File: src/rtl/change_dispenser_if.sv
// Handshake and status bundle between the change controller and the coin-return block.
interface change_dispenser_if;
   logic       start;
   logic [7:0] amount;
   logic       restock;
   logic       coin_pulse;
   logic [7:0] coin_value;
   logic       busy;
   logic       done;
   logic       short;
   logic [7:0] remaining;
   logic       eject5;
   logic       eject2;
   logic       eject1;
   logic       coin_reject;
   logic [3:0] tube5;
   logic [3:0] tube2;
   logic [3:0] tube1;

   modport master (
      output start, amount, restock, coin_pulse, coin_value,
      input  busy, done, short, remaining, eject5, eject2, eject1,
             coin_reject, tube5, tube2, tube1
   );

   modport slave (
      input  start, amount, restock, coin_pulse, coin_value,
      output busy, done, short, remaining, eject5, eject2, eject1,
             coin_reject, tube5, tube2, tube1
   );
endinterface

File: src/rtl/change_dispenser.sv
// Greedy coin-return sequencer paying change from 5/2/1 tubes as timed eject pulses.
// Optional CHANGE_INSERT_EN: inserted coins refill the tubes or raise coin_reject.
//
// state  | meaning
// IDLE   | waiting for start; restock allowed
// SELECT | pick largest payable coin, or finish
// PULSE  | chosen ejector driven for PULSE_CYCLES
// GAP    | all ejectors low for GAP_CYCLES
// DONE   | one-cycle completion, short flag updated
module change_dispenser #(
   parameter int PULSE_CYCLES = 4,
   parameter int GAP_CYCLES   = 4,
   parameter int TUBE5_INIT   = 15,
   parameter int TUBE2_INIT   = 15,
   parameter int TUBE1_INIT   = 15
) (
   input logic                clk,
   input logic                rst,
   change_dispenser_if.slave  bus
);

   typedef enum logic [2:0] {S_IDLE, S_SELECT, S_PULSE, S_GAP, S_DONE} state_t;
   typedef enum logic [1:0] {C_NONE, C_5, C_2, C_1} coin_t;

   localparam int CW = 16;
   localparam logic [CW-1:0] PULSE_LD = CW'(PULSE_CYCLES - 1);
   localparam logic [CW-1:0] GAP_LD   = CW'(GAP_CYCLES - 1);
   localparam logic [3:0]    T5_I     = 4'(TUBE5_INIT);
   localparam logic [3:0]    T2_I     = 4'(TUBE2_INIT);
   localparam logic [3:0]    T1_I     = 4'(TUBE1_INIT);

   state_t          state, state_nxt;
   coin_t           coin, coin_nxt, pick;
   logic [CW-1:0]   cnt, cnt_nxt;
   logic [7:0]      pick_val;
   logic [7:0]      remaining;
   logic            short_q;
   logic            reject_q, reject_nxt;
   logic [3:0]      t5, t2, t1;
   logic            inc5, inc2, inc1;
   logic            dec5, dec2, dec1;
   logic            restock_now;

   always_ff @(posedge clk) begin
      if (!rst) begin
         state <= S_IDLE;
         coin  <= C_NONE;
         cnt   <= '0;
      end else begin
         state <= state_nxt;
         coin  <= coin_nxt;
         cnt   <= cnt_nxt;
      end
   end

   always_comb begin
      state_nxt = state;
      coin_nxt  = coin;
      cnt_nxt   = cnt;
      pick      = C_NONE;
      pick_val  = 8'd0;
      case (state)
         S_IDLE: begin
            if (bus.start) state_nxt = S_SELECT;
         end
         S_SELECT: begin
            if (remaining >= 8'd5 && t5 != 4'd0) begin
               pick     = C_5;
               pick_val = 8'd5;
            end else if (remaining >= 8'd2 && t2 != 4'd0) begin
               pick     = C_2;
               pick_val = 8'd2;
            end else if (remaining != 8'd0 && t1 != 4'd0) begin
               pick     = C_1;
               pick_val = 8'd1;
            end
            if (pick != C_NONE) begin
               coin_nxt  = pick;
               cnt_nxt   = PULSE_LD;
               state_nxt = S_PULSE;
            end else begin
               state_nxt = S_DONE;
            end
         end
         S_PULSE: begin
            if (cnt == '0) begin
               cnt_nxt   = GAP_LD;
               state_nxt = S_GAP;
            end else begin
               cnt_nxt = cnt - 1'b1;
            end
         end
         S_GAP: begin
            if (cnt == '0) state_nxt = S_SELECT;
            else           cnt_nxt   = cnt - 1'b1;
         end
         S_DONE: state_nxt = S_IDLE;
         default: state_nxt = S_IDLE;
      endcase
   end

`ifdef CHANGE_INSERT_EN
   always_comb begin
      inc5       = 1'b0;
      inc2       = 1'b0;
      inc1       = 1'b0;
      reject_nxt = 1'b0;
      if (bus.coin_pulse) begin
         case (bus.coin_value)
            8'd5: if (t5 != 4'd15) inc5 = 1'b1; else reject_nxt = 1'b1;
            8'd2: if (t2 != 4'd15) inc2 = 1'b1; else reject_nxt = 1'b1;
            8'd1: if (t1 != 4'd15) inc1 = 1'b1; else reject_nxt = 1'b1;
            default: reject_nxt = 1'b1;
         endcase
      end
   end
`else
   logic unused_insert;
   assign unused_insert = ^{bus.coin_pulse, bus.coin_value};
   assign inc5       = 1'b0;
   assign inc2       = 1'b0;
   assign inc1       = 1'b0;
   assign reject_nxt = 1'b0;
`endif

   assign dec5        = (pick == C_5);
   assign dec2        = (pick == C_2);
   assign dec1        = (pick == C_1);
   assign restock_now = (state == S_IDLE) && bus.restock;

   // Restock wins over a same-cycle inserted coin; increments are pre-checked against 15.
   always_ff @(posedge clk) begin
      if (!rst) begin
         remaining <= 8'd0;
         short_q   <= 1'b0;
         reject_q  <= 1'b0;
         t5        <= T5_I;
         t2        <= T2_I;
         t1        <= T1_I;
      end else begin
         reject_q <= reject_nxt;
         if (state == S_IDLE && bus.start) begin
            remaining <= bus.amount;
            short_q   <= 1'b0;
         end else if (state == S_SELECT) begin
            remaining <= remaining - pick_val;
         end else if (state == S_DONE) begin
            short_q <= (remaining != 8'd0);
         end
         if (restock_now) begin
            t5 <= T5_I;
            t2 <= T2_I;
            t1 <= T1_I;
         end else begin
            t5 <= t5 + {3'b000, inc5} - {3'b000, dec5};
            t2 <= t2 + {3'b000, inc2} - {3'b000, dec2};
            t1 <= t1 + {3'b000, inc1} - {3'b000, dec1};
         end
      end
   end

   assign bus.busy        = (state == S_SELECT) || (state == S_PULSE) || (state == S_GAP);
   assign bus.done        = (state == S_DONE);
   assign bus.short       = short_q;
   assign bus.remaining   = remaining;
   assign bus.eject5      = (state == S_PULSE) && (coin == C_5);
   assign bus.eject2      = (state == S_PULSE) && (coin == C_2);
   assign bus.eject1      = (state == S_PULSE) && (coin == C_1);
   assign bus.coin_reject = reject_q;
   assign bus.tube5       = t5;
   assign bus.tube2       = t2;
   assign bus.tube1       = t1;

endmodule

File: src/flat_wrapper.sv
// flat-port wrapper written by rule: the top's interface ports become plain ports
module change_dispenser_flat 
#(
   parameter int PULSE_CYCLES = 4,
   parameter int GAP_CYCLES   = 4,
   parameter int TUBE5_INIT   = 15,
   parameter int TUBE2_INIT   = 15,
   parameter int TUBE1_INIT   = 15
)
  (clk, rst, bus_start, bus_amount, bus_restock, bus_coin_pulse, bus_coin_value, bus_busy, bus_done, bus_short, bus_remaining, bus_eject5, bus_eject2, bus_eject1, bus_coin_reject, bus_tube5, bus_tube2, bus_tube1);
  change_dispenser_if bus_i ();
  input logic clk;
  input logic rst;
  input wire logic [$bits(bus_i.start)-1:0] bus_start;
  input wire logic [$bits(bus_i.amount)-1:0] bus_amount;
  input wire logic [$bits(bus_i.restock)-1:0] bus_restock;
  input wire logic [$bits(bus_i.coin_pulse)-1:0] bus_coin_pulse;
  input wire logic [$bits(bus_i.coin_value)-1:0] bus_coin_value;
  output wire logic [$bits(bus_i.busy)-1:0] bus_busy;
  output wire logic [$bits(bus_i.done)-1:0] bus_done;
  output wire logic [$bits(bus_i.short)-1:0] bus_short;
  output wire logic [$bits(bus_i.remaining)-1:0] bus_remaining;
  output wire logic [$bits(bus_i.eject5)-1:0] bus_eject5;
  output wire logic [$bits(bus_i.eject2)-1:0] bus_eject2;
  output wire logic [$bits(bus_i.eject1)-1:0] bus_eject1;
  output wire logic [$bits(bus_i.coin_reject)-1:0] bus_coin_reject;
  output wire logic [$bits(bus_i.tube5)-1:0] bus_tube5;
  output wire logic [$bits(bus_i.tube2)-1:0] bus_tube2;
  output wire logic [$bits(bus_i.tube1)-1:0] bus_tube1;
  assign bus_i.start = bus_start;
  assign bus_i.amount = bus_amount;
  assign bus_i.restock = bus_restock;
  assign bus_i.coin_pulse = bus_coin_pulse;
  assign bus_i.coin_value = bus_coin_value;
  assign bus_busy = bus_i.busy;
  assign bus_done = bus_i.done;
  assign bus_short = bus_i.short;
  assign bus_remaining = bus_i.remaining;
  assign bus_eject5 = bus_i.eject5;
  assign bus_eject2 = bus_i.eject2;
  assign bus_eject1 = bus_i.eject1;
  assign bus_coin_reject = bus_i.coin_reject;
  assign bus_tube5 = bus_i.tube5;
  assign bus_tube2 = bus_i.tube2;
  assign bus_tube1 = bus_i.tube1;
  change_dispenser #(.PULSE_CYCLES(PULSE_CYCLES), .GAP_CYCLES(GAP_CYCLES), .TUBE5_INIT(TUBE5_INIT), .TUBE2_INIT(TUBE2_INIT), .TUBE1_INIT(TUBE1_INIT)) u_core (.clk(clk), .rst(rst), .bus(bus_i));
endmodule
File: config.mk
export PLATFORM = sky130hd
export DESIGN_NAME = change_dispenser_flat
export DESIGN_NICKNAME = d
export VERILOG_FILES = /design/src/rtl/change_dispenser_if.sv /design/src/rtl/change_dispenser.sv /design/src/flat_wrapper.sv
export SDC_FILE = /design/constraint.sdc
export NUM_CORES = 1
export LEC_CHECK = 0
export ABC_AREA = 1
export CAP_MARGIN = 20
export CELL_PAD_IN_SITES_DETAIL_PLACEMENT = 1
export CELL_PAD_IN_SITES_GLOBAL_PLACEMENT = 1
export CORE_UTILIZATION = 40
export CTS_CLUSTER_SIZE = 30
export DETAILED_ROUTE_END_ITERATION = 10
export GPL_ROUTABILITY_DRIVEN = 0
export PLACE_DENSITY = 0.89
export SYNTH_ARGS = -nofsm -noshare
export SYNTH_HDL_FRONTEND = slang
export SYNTH_SLANG_ARGS = --single-unit
File: constraint.sdc
create_clock -name clk -period 5.4 [get_ports clk]
set_clock_uncertainty 0.1 [all_clocks]
set_input_delay 1.08 -clock clk [delete_from_list [all_inputs] [get_ports clk]]
set_output_delay 1.08 -clock clk [all_outputs]
set_load 0.005 [all_outputs]
; Word-level counts from Yosys, hierarchy flattened
; Index checks and enable logic that the tools add are counted.
; Widths: inputs -> output; s select.
[totals]
ff_bits = 42
inputBits = 21
output_inout_bits = 27
word_cells = 77
[op_classes]
n_addsub = 5
order_cmp = 2
eq_ne = 15
muxes = 20
bitwise = 2
reduce_logical = 25
[op_table]
columns = cell, count
row1 = $mux 16, 3
row2 = $pmux 16 s3, 1
row3 = $mux 8, 5
row4 = $logic_not 16->1, 1
row5 = $sub 16x1->16 const B, 1
row6 = $mux 3, 4
row7 = $pmux 3 s4, 1
row8 = $reduce_bool 4->1, 3
row9 = $sub 4x1->4, 3
row10 = $mux 2, 5
row11 = $eq 2x2->1 const B, 4
row12 = $ge 8x2->1 const B, 1
row13 = $ge 8x3->1 const B, 1
row14 = $logic_and 1x1->1, 8
row15 = $reduce_bool 8->1, 1
row16 = $sub 8x8->8, 1
row17 = $eq 3x2->1 const B, 2
row18 = $ne 2x1->1 const B, 3
row19 = $reduce_and 3->1, 2
row20 = $eq 2x1->1 const B, 2
row21 = $ne 2x2->1 const B, 2
row22 = $reduce_and 2->1, 2
row23 = $reduce_bool 2->1, 2
row24 = $reduce_or 2->1, 2
row25 = other kinds (7), 9

; Logic depth before layout (Yosys ltp)
[logic_depth]
depth_word = 9
mapped_depth = 18
depth_no_buf = 18

; Worst setup path after synthesis
; Ideal clock, no wire load.
[synth_timing]
path_type = register to register
startpoint = register u_core.remaining[4], in the netlist u_core.bus.remaining[4]
endpoint = register u_core.remaining[4], in the netlist u_core.bus.remaining[4]
setup_time_ns = 0.109
arrival_ns = 2.188
required_time_ns = 5.191
path_slack_ns = 3.003
stages_incl_launch_ff = 17
n_path_buf = 0
synth_period_minus_slack_ns = 2.397
path_cell_list = dfxtp_1 nor2_1 nand2_1 o21ai_1 nand2_1 nand2_1 nand2_1 inv_1 ha_1 inv_1 fa_1 nand2_1 nand2_1 o211ai_1 o311ai_0 nand2_1 inv_1
[synth_between]
elab_chain_cells = 9
elab_cells_between_ends = 13
classes_between = 1 x add/sub / 2 x order compare / 6 x mux / 4 x reduce/logical
[synth_lines]
columns = element, line_no
row1 = start: declaration, change_dispenser.sv:36  ; logic [7:0] remaining;
row2 = start signal: assignment, change_dispenser.sv:143  ; remaining <= bus.amount;
row3 = start signal: assignment, change_dispenser.sv:146  ; remaining <= remaining - pick_val;
row4 = branches (longest 6 deep; another with $ge 8x2->1), --
row5 = $sub 8x8->8 (*), change_dispenser.sv:146
row6 = $mux 8 (*), change_dispenser.sv:145  ; end else if (state == S_SELECT) begin
row7 = $mux 8 (*), change_dispenser.sv:142  ; if (state == S_IDLE && bus.start) begin
; Mark *: on every way between the ends. The select of a mux whose other input is x is not followed.
; A chain may end at the register's enable or synchronous reset.

; Worst setup path in the final report
[layout_timing]
startpoint = register u_core.state[2]
endpoint = output bus_eject1
[layout_between]
elab_chain_cells = 2
[layout_lines]
columns = element, line_no
row1 = start: declaration, change_dispenser.sv:32  ; state_t state, state_nxt;
row2 = start signal: assignment, change_dispenser.sv:50  ; state <= state_nxt;
row3 = $eq 3x2->1, change_dispenser.sv:168  ; assign bus.eject1 = (state == S_PULSE) && (coin == C_1);
row4 = $logic_and 1x1->1, change_dispenser.sv:168
row5 = end: declaration, flat_wrapper.sv:25  ; output wire logic [$bits(bus_i.eject1)-1:0] bus_eject1;
; Every way passes these cells.

==> reports/metrics.yaml <==
outcome:
  status: "finished, final reports clean"
detailed_routing:
  totalWireLength_um: 7980
  drtAntennaViolNets: 0
  vias_per_cell: 5.38
  drt_iter0_drc: 151
  wl_per_cell_um: 15.1
  drc_errors: 0
  vias: 2843
  first_pass_iters: 4
clock_network:
  htreeDepth: 2
  postCtsHoldBufs: 0
  numCtsBuffers: 5
  clk_pin_slew_ps: 90
  clk_latency_ps: 300
  post_cts.repair.setup_buffers: 0
  ctsResizeCount: 0
  clock_sinks: 42
  cts_max_path_buffers: 2
  cts_tree: "built"
  cts_root_buffer: "clkbuf_8"
synth:
  ys_types: 39
  synth-edff-count: 0
  syn_nets: 449
  avgSynthCellArea_um2: 6.42
  synth-main-ff-cell: "dfxtp_1"
  ys_seq_area_share_pct: 31.4
  yosysWarnings: 0
  syn_area_um2: 2680
  async_flop_share_pct: 0
  synth-seq-cells: 42
  synth_cells: 417
timing:
  layout_setup_ws_ps: 1800
  drv_slew: 0
  finalHoldViolations: 0
  setup_viol: 0
  tns_ps: 0
  rsz0062_at_grt: "no"
  finalCriticalPeriod_ps: 3600
  worst_slew_pin_slew_ps: 1080
  relSlewSlack_pct: 27.6
  max_freq_mhz: 278
  min_period_over_period_pct: 66.6
placed_design:
  port_buffers: 37
  place_inst: 520
  place_ws_ps: 2040
  place_area_um2: 3080
  dp_hpwl_um: 5800
power_and_ir_drop:
  switchingPower_uw: 1110
  pwr-share-seq_pct: 22.2
  p_leak_uw: 0.00145
  p_comb_share_pct: 65.8
  ir_drop_mv: 0.287
  p_sw_share_pct: 53.0
  power_frac_clock_pct: 12.1
  power.internal_uw: 986
  total_power_uw: 2100
  p_per_area_nw_per_um2: 658
floorplanning:
  die_w_um: 83.8
  fp-row-count: 29
  coreArea_um2: 6390
  start_util_pct: 41.9
  ios: 48
  die_h_um: 83.8
  dieArea_um2: 7020
cells_and_area:
  seqCellArea_um2: 841
  fillCellCount: 865
  final_cell_mix: "nand2_1, nor2_1, inv_1, dfxtp_1, nand3_1"
  syn_to_final_growth_pct: 19.3
  finalInstanceArea_um2: 3190
  fin_cells: 528
  multi_input_area_um2: 1570
  final_common_cell: "nand2_1"
  nets: 482
  drive_above_1_share_pct: 5.10
  n_antenna_cell: 0
critical_path:
  crit_slowest_cell: "clkdlybuf4s50_1"
  worst_ep_required_time_ps: 4220
  critPathLaunch: "u_core.state[2]"
  slowest_delay_ps: 530
  end_kind: "output port"
  r2r-start: "u_core.bus.remaining[4]"
  crit_type: "flip-flop to output port"
  worstPathCellList: "inv_2 > nand2_1 > nor2_1 > inv_1 > nor3_1 > clkdlybuf4s50_1"
  crit_fanout: 11
  startpoint_type: "flip-flop"
  cp.arrival_ps: 2420
global_route:
  antenna_found_initial: 0
  grt_pass1_vias: 2932
  globalRouteOverflowTotal: 0
  grt_use_total_pct: 23.6
  grt_pass1_wl_um: 13500
  grt_max_degree: 26
min_path:
  worstHoldStart: "u_core.cnt[14]"
  worst_hold_path_type: "flip-flop to flip-flop"
flow_run:
  drv_cap: 0
[through the flow]
stage	hold WS [ps]	util, %
floorplan	357	-
global placement	371	48.3
detailed placement	384	48.3
CTS	396	50.0
global route	431	50.0
finish	394	50.0
[routing by layer]
layer  track usage (%)  part of all wire [%]  vias up
li1                  -                     -     1400
met1              27.2                    43     1359
met2              42.6                    51       62
met3              3.56                   3.6       22
met4              10.6                   2.8        0
met5                 0                     0        -
[kinds of logic (layout without fill, tap and decap cells)]
group                      count (synthesis)  after routing  synth area share [%]
DFF                                       42             42                  31.4
other                                      1              1                 0.140
adders and majority gates                 11             11                  5.43
AOI/OAI and AO/OA                         54             54                  12.3
and+or+nand+nor                          235            235                  38.2
xor gates and xnor gates                   8              8                  2.62
buffers and inverters                     66            100                  9.87
[final timing paths]
path | end | slack [ps] | depth (start not counted)
worst max-delay path | bus_eject1 | 1800 | 6
worst max register to register | u_core.bus.remaining[6] | 2380 | 16
worst min-delay path | u_core.cnt[14] | 390 | 2
worst min register to register | u_core.cnt[14] | 390 | 2
[cells in the mapped netlist (3+ instances only)]
master	n	area share, %
nand3b_1	3	0.84
inv_1	52	7.3
xor2_1	5	1.6
dfxtp_1	42	31
a21oi_1	13	2.4
nor3_1	7	1.3
nand3_1	40	7.5
o211ai_1	3	0.84
nor2_1	53	7.4
clkbuf_1	8	1.1
o21ai_0	19	3.6
a21oi_2	7	2.3
nand4_1	6	1.4
xnor2_1	3	0.98
ha_1	10	4.7
nand2_1	117	16
[final cells by class]
type,instances,share of cell area (%)
Timing Repair Buffer,37,11.6
Sequential cell,42,26.4
Multi-Input combinational cell,309,49.2
Inverter,55,6.47
Clock inverter,1,0.941
Tap cell,77,3.02
Clock buffer,7,2.39
[registers in the layout, indices dropped and copies added, names as in the netlist]
register / flops
u_core.coin: 2
u_core.bus.tube2: 4
u_core.bus.tube1: 4
u_core.bus.short: 1
u_core.cnt: 16
u_core.bus.remaining: 8
u_core.state: 3
u_core.bus.tube5: 4
[power by group through the flow]
stage / Combinational (uW) / Sequential (uW) / Clock (uW)
2_1_floorplan: 1010 / 453 / 0
3_5_place_dp: 1360 / 470 / 0
3_3_place_gp: 1290 / 466 / 0
6_report: 1380 / 465 / 253
5_1_grt: 1560 / 478 / 268
4_1_cts: 1380 / 465 / 255
[worst max-delay path: cells and delay by family, from the launching register on]
| family | cells | cell delay, ps |
|---|---|---|
| buffers and inverters | 3 | 970 |
| and+or+nand+nor | 3 | 790 |
| DFF | 1 | 350 |
Note: power is estimated with default switching activity, not from simulation.
